File: config.mk
export PLATFORM = sky130hd
export DESIGN_NAME = tone_seq
export DESIGN_NICKNAME = d
export VERILOG_FILES = /design/src/rtl/tone_seq_pkg.sv /design/src/rtl/tone_gen.sv /design/src/rtl/tone_seq.sv
export SDC_FILE = /design/constraint.sdc
export NUM_CORES = 1
export LEC_CHECK = 0
export CAP_MARGIN = 20
export CORE_ASPECT_RATIO = 0.5
export CORE_MARGIN = 2
export CORE_UTILIZATION = 57
export CTS_CLUSTER_SIZE = 12
export DETAILED_ROUTE_END_ITERATION = 8
export GPL_TIMING_DRIVEN = 0
export HOLD_SLACK_MARGIN = 0.02
export PLACE_DENSITY_LB_ADDON = 0.12
export REMOVE_ABC_BUFFERS = 1
export SLEW_MARGIN = 15
export SYNTH_ARGS = -nofsm -noshare
export SYNTH_HDL_FRONTEND = slang
export SYNTH_SLANG_ARGS = --single-unit
File: constraint.sdc
create_clock -name clk -period 4.75 [get_ports clk]
set_input_delay 1.1875 -clock clk [delete_from_list [all_inputs] [get_ports clk]]
set_output_delay 1.1875 -clock clk [all_outputs]
set_load 0.02 [all_outputs]
File: src/rtl/tone_seq_pkg.sv
// Shared constants for the tone sequencer: FSM state encodings and default
// half-period values for 1-4 kHz tones at a 12 MHz board clock.
package tone_seq_pkg;

    localparam logic [1:0] ST_IDLE = 2'd0;
    localparam logic [1:0] ST_PLAY = 2'd1;
    localparam logic [1:0] ST_GAP  = 2'd2;

    localparam int unsigned HP_1KHZ = 6000;
    localparam int unsigned HP_2KHZ = 3000;
    localparam int unsigned HP_3KHZ = 2000;
    localparam int unsigned HP_4KHZ = 1500;

endpackage

File: src/rtl/tone_gen.sv
// Square-wave generator: toggles out every h cycles; h == 0 means silence.
// clear forces the counter and output low for step boundaries and idle time.
module tone_gen #(
    parameter int DIV_W = 16
) (
    input  logic             clk,
    input  logic             rst_n,
    input  logic             clear,
    input  logic [DIV_W-1:0] h,
    output logic             out
);

    logic [DIV_W-1:0] cnt_q, cnt_d;
    logic             out_q, out_d;

    // NOTE: every always_comb output gets a default first so no path leaves it unassigned (no latch).
    always_comb begin
        cnt_d = cnt_q + DIV_W'(1);
        out_d = out_q;
        if (clear || (h == '0)) begin
            cnt_d = '0;
            out_d = 1'b0;
        end else if (cnt_q == h - DIV_W'(1)) begin
            cnt_d = '0;
            out_d = ~out_q;
        end
    end

    // NOTE: reset is synchronous (sampled on the clock edge) and state uses non-blocking assignments only.
    always_ff @(posedge clk) begin
        if (!rst_n) begin
            cnt_q <= '0;
            out_q <= 1'b0;
        end else begin
            cnt_q <= cnt_d;
            out_q <= out_d;
        end
    end

    assign out = out_q;

endmodule

File: src/rtl/tone_seq.sv
// Multi-tone buzzer sequencer: plays NUM_TONES steps of STEP_TICKS cycles each.
// Define TONE_SEQ_GAP_EN to insert GAP_TICKS silent cycles after every step.
module tone_seq
    import tone_seq_pkg::*;
#(
    parameter int CLK_HZ     = 12_000_000,
    parameter int NUM_TONES  = 4,
    parameter int DIV_W      = 16,
    parameter int STEP_W     = 24,
    parameter int STEP_TICKS = 12_000_000,
    parameter int GAP_TICKS  = 1_200_000,
    parameter int IDX_W      = $clog2(NUM_TONES)
) (
    input  logic                       clk,
    input  logic                       rst_n,
    input  logic                       start,
    input  logic                       stop,
    input  logic                       loop,
    input  logic [NUM_TONES*DIV_W-1:0] half_per,
    output logic                       out,
    output logic                       busy,
    output logic [IDX_W-1:0]           step,
    output logic                       done
);

    localparam logic [IDX_W-1:0]  LAST_IDX  = IDX_W'(NUM_TONES - 1);
    localparam logic [STEP_W-1:0] STEP_LAST = STEP_W'(STEP_TICKS - 1);
`ifdef TONE_SEQ_GAP_EN
    localparam logic [STEP_W-1:0] GAP_LAST  = STEP_W'(GAP_TICKS - 1);
`endif

    logic [1:0]        state_q, state_d;
    logic [IDX_W-1:0]  step_q, step_d;
    logic [STEP_W-1:0] dur_q, dur_d;
    logic [DIV_W-1:0]  h_q, h_d;
    logic              done_q, done_d;
    logic              advance;
    logic              step_end;
    logic              tone_clear;

    assign step_end = (state_q == ST_PLAY) && (dur_q == STEP_LAST);

    always_comb begin
        state_d = state_q;
        step_d  = step_q;
        dur_d   = dur_q;
        h_d     = h_q;
        done_d  = 1'b0;
        advance = 1'b0;

        case (state_q)
            ST_IDLE: begin
                if (start) begin
                    state_d = ST_PLAY;
                    step_d  = '0;
                    dur_d   = '0;
                    h_d     = half_per[0 +: DIV_W];
                end
            end
            ST_PLAY: begin
                if (step_end) begin
                    dur_d = '0;
`ifdef TONE_SEQ_GAP_EN
                    state_d = ST_GAP;
`else
                    advance = 1'b1;
`endif
                end else begin
                    dur_d = dur_q + STEP_W'(1);
                end
            end
`ifdef TONE_SEQ_GAP_EN
            ST_GAP: begin
                if (dur_q == GAP_LAST) begin
                    dur_d   = '0;
                    advance = 1'b1;
                end else begin
                    dur_d = dur_q + STEP_W'(1);
                end
            end
`endif
            default: state_d = ST_IDLE;
        endcase

        // The table entry is sampled only here, so mid-step edits wait for the next entry.
        if (advance) begin
            if (step_q != LAST_IDX) begin
                state_d = ST_PLAY;
                step_d  = step_q + IDX_W'(1);
                h_d     = half_per[int'(step_q + IDX_W'(1)) * DIV_W +: DIV_W];
            end else if (loop) begin
                state_d = ST_PLAY;
                step_d  = '0;
                h_d     = half_per[0 +: DIV_W];
            end else begin
                state_d = ST_IDLE;
                step_d  = '0;
                done_d  = 1'b1;
            end
        end

        if (stop) begin
            state_d = ST_IDLE;
            step_d  = '0;
            dur_d   = '0;
            done_d  = 1'b0;
        end
    end

    always_ff @(posedge clk) begin
        if (!rst_n) begin
            state_q <= ST_IDLE;
            step_q  <= '0;
            dur_q   <= '0;
            h_q     <= '0;
            done_q  <= 1'b0;
        end else begin
            state_q <= state_d;
            step_q  <= step_d;
            dur_q   <= dur_d;
            h_q     <= h_d;
            done_q  <= done_d;
        end
    end

    // Silence outside PLAY and on the last cycle of each step so out is 0 at every boundary.
    assign tone_clear = (state_q != ST_PLAY) || step_end || stop;

    tone_gen #(
        .DIV_W(DIV_W)
    ) u_tone_gen (
        .clk  (clk),
        .rst_n(rst_n),
        .clear(tone_clear),
        .h    (h_q),
        .out  (out)
    );

    assign busy = (state_q != ST_IDLE);
    assign step = step_q;
    assign done = done_q;

endmodule
; Word level (Yosys, flattened, before mapping)
; Cells that the tools add are included.
[word_totals]
wordCells = 61
in_bits = 69
output_inout_bits = 5
reg_bits = 62
[classes]
mux = 20
reduce_logical = 17
bitwise_logic = 3
add_sub_neg = 5
n_eq_ne = 8
shift = 1
[op_table]
columns = cell, n
row1 = $mux 16, 5
row2 = $shiftx 64x8->16, 1
row3 = $mux 24, 2
row4 = $pmux 24 s2, 1
row5 = $add 24x1->24 const B, 1
row6 = $eq 24x24->1 const B, 1
row7 = $add 16x1->16 const B, 1
row8 = $eq 16x16->1, 1
row9 = $logic_not 16->1, 1
row10 = $sub 16x1->16 const B, 1
row11 = $mux 2, 6
row12 = $reduce_bool 2->1, 4
row13 = $ne 2x2->1 const B, 3
row14 = $reduce_and 2->1, 3
row15 = $mux 1, 5
row16 = $pmux 2 s2, 1
row17 = $reduce_or 2->1, 2
row18 = $reduce_or 4->1, 1
row19 = $add 2x1->3 const B, 1
row20 = $logic_or 1x1->1, 3
row21 = $ne 3x3->1 const B, 1
row22 = $not 1->1, 3
row23 = $reduce_or 3->1, 1
row24 = $add 2x1->2 const B, 1
row25 = 4 further kinds, 4

; Depth between registers and ports, before layout
[logic_depth]
word_depth = 6
ltp_mapped = 11
depth_no_buf = 9

; Hierarchy
; A second synthesis with hierarchy kept.
[unflattened]
hier_cells = 517
hier_area_um2 = 4184.0
[by_module_without_submodules]
columns = mod, area_per_inst_um2, n_inst, cells_each, seq_area_each_um2
row1 = tone_seq, 2806.4, 1, 348, 880.8
row2 = tone_gen, 1377.6, 1, 169, 340.3

; Least setup slack after synthesis
; OpenSTA, ideal clock, no wires.
[synth_path]
kind = register to register
startpoint = register h_q[0]
endpoint = register u_tone_gen.cnt_q[10]
path_stages_with_launch = 12
path_buffers = 2
setup_time_ps = 115
synth_period_minus_slack_ps = 2348
arrival_time_ps = 2233
required_time_ps = 4635
path_slack_ps = 2402
path_cell_list = dfxtp_1 -> inv_1 -> ha_1 -> clkbuf_1 -> o21ba_2 -> a221oi_1 -> a21oi_1 -> nor4_1 -> nand4_1 -> o21bai_2 -> buf_4 -> nor2_1
[synth_via]
elab_chain_cells = 3
word_cells_on_any_way = 5
classes_between = add/sub (1) / eq/ne (1) / reduce/logical (3)
[synth_rtl]
columns = element, line_no
row1 = start: declaration, tone_seq.sv:35  ; logic [DIV_W-1:0] h_q, h_d;
row2 = start signal: assignment, tone_seq.sv:115  ; h_q <= '0;
row3 = start signal: assignment, tone_seq.sv:121  ; h_q <= h_d;
row4 = $sub 16x1->16 or $logic_not 16->1 (tied branches), "tone_gen.sv:23, tone_gen.sv:20"
row5 = $eq 16x16->1 or $logic_or 1x1->1 (tied branches), "tone_gen.sv:23, tone_gen.sv:20"
row6 = $reduce_or 3->1 (no line) (*), --
row7 = end signal: assignment, tone_gen.sv:35  ; cnt_q <= cnt_d;
row8 = end: declaration, tone_gen.sv:13  ; logic [DIV_W-1:0] cnt_q, cnt_d;
; Every way passes the cells marked *; elsewhere a longest branch is shown, timed or not.
; A chain may end at the register's enable or synchronous reset.

; Worst setup path after layout
[layout_path]
startpoint = input port rst_n
endpoint = register u_tone_gen.cnt_q[12]
[layout_via]
elab_chain_cells = 2
[layout_rtl]
columns = element, line_no
row1 = start: declaration, tone_seq.sv:15  ; input logic rst_n,
row2 = $not 1->1 (no line), --
row3 = $reduce_or 3->1 (no line), --
; Every way passes these cells.

==> reports/qor.yml <==
critical_path:
  cp.arrival_ps: 3640
  path_max_fanout: 17
  r2r-start: "h_q[1]"
  worstPathCellList: "clkdlybuf4s50_1 -> nand2b_1 -> nor2_2 -> o31ai_1 -> o21bai_2 -> nor2_1"
  crit_type: "in2reg"
  cp_slowest_cell: "clkdlybuf4s50_1"
  start_kind: "input port"
  cp.required_ps: 5010
  critPathLaunch: "rst_n"
  critPathCaptureType: "flip-flop"
  cpPeakStageDelay_ps: 860
timing:
  max-slew-margin-rel_pct: 49.2
  whs_ps: 466
  fmax_ghz: 0.296
  fin_tns_setup_ps: 0
  rsz0062_at_grt: "false"
  slew_viol_final: 0
  setup_viol: 0
  fin_crit_ps: 3380
  finalCritPeriodShare_pct: 71.2
  worst_pin_slew_ps: 758
  hold_viol_final: 0
  fin_skew_ps: 7.13
flow_run:
  maxCapViolCount: 0
yosys:
  ys_seq_elements: 61
  synth_enable_flop_cells: 0
  yosysMostFrequentCell: "dfxtp_1"
  synthTopCellsByCount: "dfxtp_1 (61), nor2_1 (60), nand2_1 (54)"
  syn-mean-instance-area_sq_um: 7.80
  synthTopCellsByArea: "dfxtp_1 (32%), xor2_1 (6.8%), nor2_1 (5.8%)"
  ys_types: 59
  synthFlopType: "dfxtp_1"
  synth_top_area_share_pct: 31.5
  syn-cell-area_sq_um: 3880
  yosysTopAreaCell: "dfxtp_1"
  async_reset_ff_share_pct: 0
  syn_inst: 497
  ys_warn_count: 0
  seq_area_frac_synth_pct: 31.5
final_layout:
  final_net_count: 632
  drive_gt1_share_pct: 5.69
  final_core_util_pct: 73.9
  antenna_cells: 0
  area_delta_synth_final_pct: 26.2
  stdcell_area_sq_um: 4890
min_path:
  hp-start: "dur_q[5]"
  hold_class: "reg2reg"
route:
  detail_route.iter0.violations: 338
  via_per_inst: 5.67
  vias: 3710
  route.detailed.drc: 0
  wl_microns: 9500
  dr.pass1.iters: 4
  wire_per_inst_microns: 14.5
  ant_nets: 0
global_route:
  grt_remaining_overflow: 0
  antenna_found_initial: 0
  grt_max_degree: 22
  grt_pass1_vias: 3547
  grt_pass1_wl_microns: 16600
  grt_usage_pct: 27.4
floorplan:
  die_h_microns: 62.3
  std_cell_rows: 21
  start_util_pct: 58.5
  die_w_microns: 121
  dieArea_sq_um: 7520
  ioPinCount: 74
  core_area_sq_um: 6620
clock_network:
  numClockSinks: 61
  clk_latency_ps: 330
  cts_tree: "done"
  cts_buffers: 9
  clock_path_buffers: 2
  htreeDepth: 3
  post_cts_buffers: 0
  clkTransAtPathRegs_ps: 50
  hold_buffers: 0
  ctsResizeCount: 0
  root_buffer: "clkbuf_16"
placed_design:
  io_buffer_count: 73
  placed_area_sq_um: 4620
  place_congestion: 0.842
  hpwl_microns: 6880
power:
  ir_drop_mv: 0.219
  power_mw: 1.31
  p_leak_nw: 1.79
  p_per_area_nw_per_um2: 267
run_status:
  status: "finished, final reports clean"
[final timing paths]
| kind | to | slack, ps | depth (start not counted) |
|---|---|---|---|
| min reg2reg | dur_q[5] | 470 | 1 |
| min | dur_q[5] | 470 | 1 |
| max | u_tone_gen.cnt_q[12] | 1370 | 6 |
| max reg2reg | u_tone_gen.cnt_q[12] | 1950 | 9 |
[final cells by class]
class / count / area, sq um
clock buffers: 12 / 256
multi-input cells: 405 / 2520
fillers: 546 / 1730
well taps: 92 / 115
inverters: 8 / 30.0
repair buffers: 74 / 738
clock inverters: 2 / 10.0
flip-flops and latches: 61 / 1220
[worst max-delay path: cells and delay by family]
| kind | cells | cell delay [ps] |
|---|---|---|
| and+or+nand+nor | 3 | 1060 |
| AOI/OAI and AO/OA | 2 | 520 |
| buffers and inverters | 1 | 860 |
[state kept, by name, indices dropped and copies added (netlist names)]
| name | cells |
|---|---|
| h_q | 16 |
| step | 2 |
| u_tone_gen.out | 1 |
| dur_q | 24 |
| done | 1 |
| u_tone_gen.cnt_q | 16 |
| state_q | 1 |
[where the power goes]
group | leakage (nW) | internal [mW] | switching, mW
Clock | 0.134 | 0.373 | 0.213
Sequential | 0.495 | 0.522 | 0.0157
Combinational | 1.16 | 0.103 | 0.0796
[stage by stage]
stage | instances | setup WS (ps)
floorplan | 474 | 2430
global placement | 639 | 1060
detailed placement | 639 | 1040
CTS | 653 | 1350
global route | 654 | 1080
finish | 654 | 1370
[metal layers]
layer / up-vias / share of wire, % / GRT usage (%)
met2: 52 / 50 / 46.3
met1: 1750 / 45 / 34.8
met5: - / 0 / 0
li1: 1900 / - / -
met4: 0 / 0.88 / 7.41
met3: 8 / 4.5 / 7.26
[cell families after synthesis]
logic type	count (synthesis)	share of synthesized area, %
simple gates	235	31.9
compound gates	103	17.0
buf+inv	31	3.52
xor+xnor	46	10.4
fa+ha+maj	4	1.29
flops	61	31.5
mux	17	4.39
[placed cells by master (no fill, tap or decap), types with 9 or more instances in the layout]
master           count
nor2_1              60
nand2_1             54
and3_1               9
xnor2_1             16
nand4_1             12
clkdlybuf4s50_1     73
mux2i_1             17
xor2_1              30
a211oi_1            16
a21oi_1             16
o21ai_0             40
nor2b_1             17
clkbuf_16            9
dfxtp_1             60
nand3_1             29
(Power assumes the default switching activity.)
==> edit, RTL diff (same flow settings) <==
Reset style: asynchronous (`rst_n`), changed in 2 clocked blocks.
--- a/src/rtl/tone_gen.sv
+++ b/src/rtl/tone_gen.sv
@@ -27,7 +27,7 @@
     end
 
     // NOTE: reset is synchronous (sampled on the clock edge) and state uses non-blocking assignments only.
-    always_ff @(posedge clk) begin
+    always_ff @(posedge clk or negedge rst_n) begin
         if (!rst_n) begin
             cnt_q <= '0;
             out_q <= 1'b0;
--- a/src/rtl/tone_seq.sv
+++ b/src/rtl/tone_seq.sv
@@ -107,7 +107,7 @@
         end
     end
 
-    always_ff @(posedge clk) begin
+    always_ff @(posedge clk or negedge rst_n) begin
         if (!rst_n) begin
             state_q <= ST_IDLE;
             step_q  <= '0;
Function: differs if rst_n is asserted again (counterexample within 4 cycles, from zero or initial values and one cycle with rst_n low); with rst_n held inactive, the same outputs for 10 cycles.
==> edit against the unedited design <==
Wire length is 5.1% higher. Clock power increased by 22%. Cell area up 7.6%. Fmax increased by 2.9%. Worst hold slack better by 0.017 ns. Total power grew 17%. Sequential cell count is the same. Area after synthesis rose by 8.3%. Worst setup slack better by 0.094 ns. First-iteration DRC count shrank 46%. Largest power group unchanged.
==> edit: results (changes against the unedited design) <==
[timing]
worst_pin_slew_ns = 1.087  ; was 0.7580 ns
fin_skew_ns = 0.006584  ; was 0.007129 ns

[run_status]
run_status = finished clean  ; unchanged

[pwr]
ir_drop_uv = 180.2  ; was 219.3 uV
power_report.internal_total_uw = 1140  ; was 997.4 uW
total_leakage_power_uw = 0.001955  ; was 0.001790 uW

[setup_path]
cpLargestDelayFamily = flip-flops  ; was simple AND/OR/NAND/NOR gates
worst_r2r_startpoint = h_q[0]  ; was h_q[1]
crit_path_top_delay_cell = sky130_fd_sc_hd__dfrtp_1  ; was sky130_fd_sc_hd__clkdlybuf4s50_1
ff2ff_path_depth = 9  ; unchanged
crit_fanout = 20  ; was 17
endpoint_type_of_the_worst_setup_path = output port  ; was flip-flop
cp_slowest_stage_delay_ns = 1.00  ; was 0.86 ns
critPathCapture = step[1]  ; was u_tone_gen.cnt_q[12]
worst-r2r-setup-slack_ns = 1.73  ; was 1.95 ns
source_of_the_critical_timing_path = step[1]  ; was rst_n
worst-endpoint-arrival_ns = 2.10  ; was 3.64 ns
reg2reg_to = u_tone_gen.cnt_q[14]  ; was u_tone_gen.cnt_q[12]

[placement]
routabilityCongestion = 0.8134  ; was 0.8421
place.detailed.hpwl_mm = 7.064  ; was 6.883 mm
place.port_buffers = 73  ; unchanged
placement.cell_area_um2 = 4940  ; was 4616 um^2

[layout]
share_of_layout_cells_above_drive_strength_1_pct = 5.195  ; was 5.694%
final_net_count = 607  ; was 632
nFillCells = 570  ; was 546

[yosys]
async_reset_ff_share_pct = 100.0  ; was 0%
synth_seq_area_share_pct = 36.36  ; was 31.50%
synth.top_cells.by_area = sky130_fd_sc_hd__dfrtp_1 (36%), sky130_fd_sc_hd__mux2i_1 (7.6%), sky130_fd_sc_hd__nor2_1 (5.9%), sky130_fd_sc_hd__xnor2_1 (5.2%), sky130_fd_sc_hd__xor2_1 (5.0%)  ; was sky130_fd_sc_hd__dfxtp_1 (32%), sky130_fd_sc_hd__xor2_1 (6.8%), sky130_fd_sc_hd__nor2_1 (5.8%), sky130_fd_sc_hd__nand2_1 (5.2%), sky130_fd_sc_hd__o21ai_0 (5.2%)
yosysUniqueCellTypes = 55  ; was 59
synth_top_cells_by_count = sky130_fd_sc_hd__nor2_1 (66), sky130_fd_sc_hd__dfrtp_1 (61), sky130_fd_sc_hd__nand2_1 (39)  ; was sky130_fd_sc_hd__dfxtp_1 (61), sky130_fd_sc_hd__nor2_1 (60), sky130_fd_sc_hd__nand2_1 (54)

[drt]
routed_wl_mm = 9.984  ; was 9.502 mm
initialDrtViolationCount = 182  ; was 338
post_drt_via_cell_ratio = 5.841  ; was 5.673

[grt]
grt_max_degree = 49  ; was 22
grt_util_all_layers_pct = 26.77  ; was 27.42%

[worst_hold_path]
hold_start = dur_q[23]  ; was dur_q[5]

[clocking]
post_cts.resized_instances = 0  ; unchanged

==> edit: cell count changes after synthesis, moves of 16 or more <==
cell,delta
sky130_fd_sc_hd__a2111oi_0,+16
sky130_fd_sc_hd__dfrtp_1,+61
sky130_fd_sc_hd__dfxtp_1,-61
sky130_fd_sc_hd__o21ai_0,-28
==> edit: power by group through the flow <==
stage          Sequential [uW]  Combinational (uW)  Clock, uW
6_report                   586                 228        712
5_1_grt                    591                 254        747
4_1_cts                    585                 230        725
3_5_place_dp               594                 227          0
3_3_place_gp               593                 218          0
2_1_floorplan              582                 129          0
==> edit: worst min-delay path by stage <==
stage / to / depth (start not counted)
after floorplan: dur_q[23] / 1
after global placement: dur_q[23] / 1
after detailed placement: dur_q[23] / 1
after CTS: dur_q[23] / 1
after global routing: dur_q[23] / 1
final: dur_q[23] / 1
==> edit: kinds of logic (layout without fill, tap and decap cells) <==
| logic type | after synthesis | count (layout) | synth area share, % |
|---|---|---|---|
| and+or+nand+nor | 200 | 200 | 24.23 |
| AOI/OAI and AO/OA | 89 | 89 | 15.44 |
| DFF | 61 | 61 | 36.36 |
| xor gates and xnor gates | 49 | 49 | 10.22 |
| buffers and inverters | 41 | 103 | 4.650 |
| muxes | 33 | 33 | 7.899 |
| adders and majority gates | 4 | 4 | 1.192 |
==> edit: final cells by class <==
cell class | count | area (um^2) | share of cell area, %
Inverter | 12 | 45.04 | 0.8555
Multi-Input combinational cell | 375 | 2481 | 47.12
Timing Repair Buffer | 75 | 767.0 | 14.57
Clock inverter | 6 | 86.33 | 1.640
Sequential cell | 61 | 1526 | 28.99
Clock buffer | 10 | 239.0 | 4.539
Tap cell | 96 | 120.1 | 2.281
==> edit: routing by layer <==
layer  global-route usage, %  routed length [um]
met5                       0                   0
met4                   8.056                 129
met3                   6.606                 389
met2                   44.50                4851
met1                   35.10                4613
==> edit: through the flow <==
stage          util (%)  instances  hold WS (ns)  power (uW)  worst slack [ns]
5_1_grt           72.73        635        0.5067        1593             1.375
6_report          72.73        635        0.4834        1526             1.463
2_1_floorplan         -        448        0.4371       711.0             1.558
3_3_place_gp      67.66        617        0.4668       810.7            0.3205
4_1_cts           72.73        635        0.4872        1541             1.456
3_5_place_dp      68.23        619        0.4714       821.1             1.393
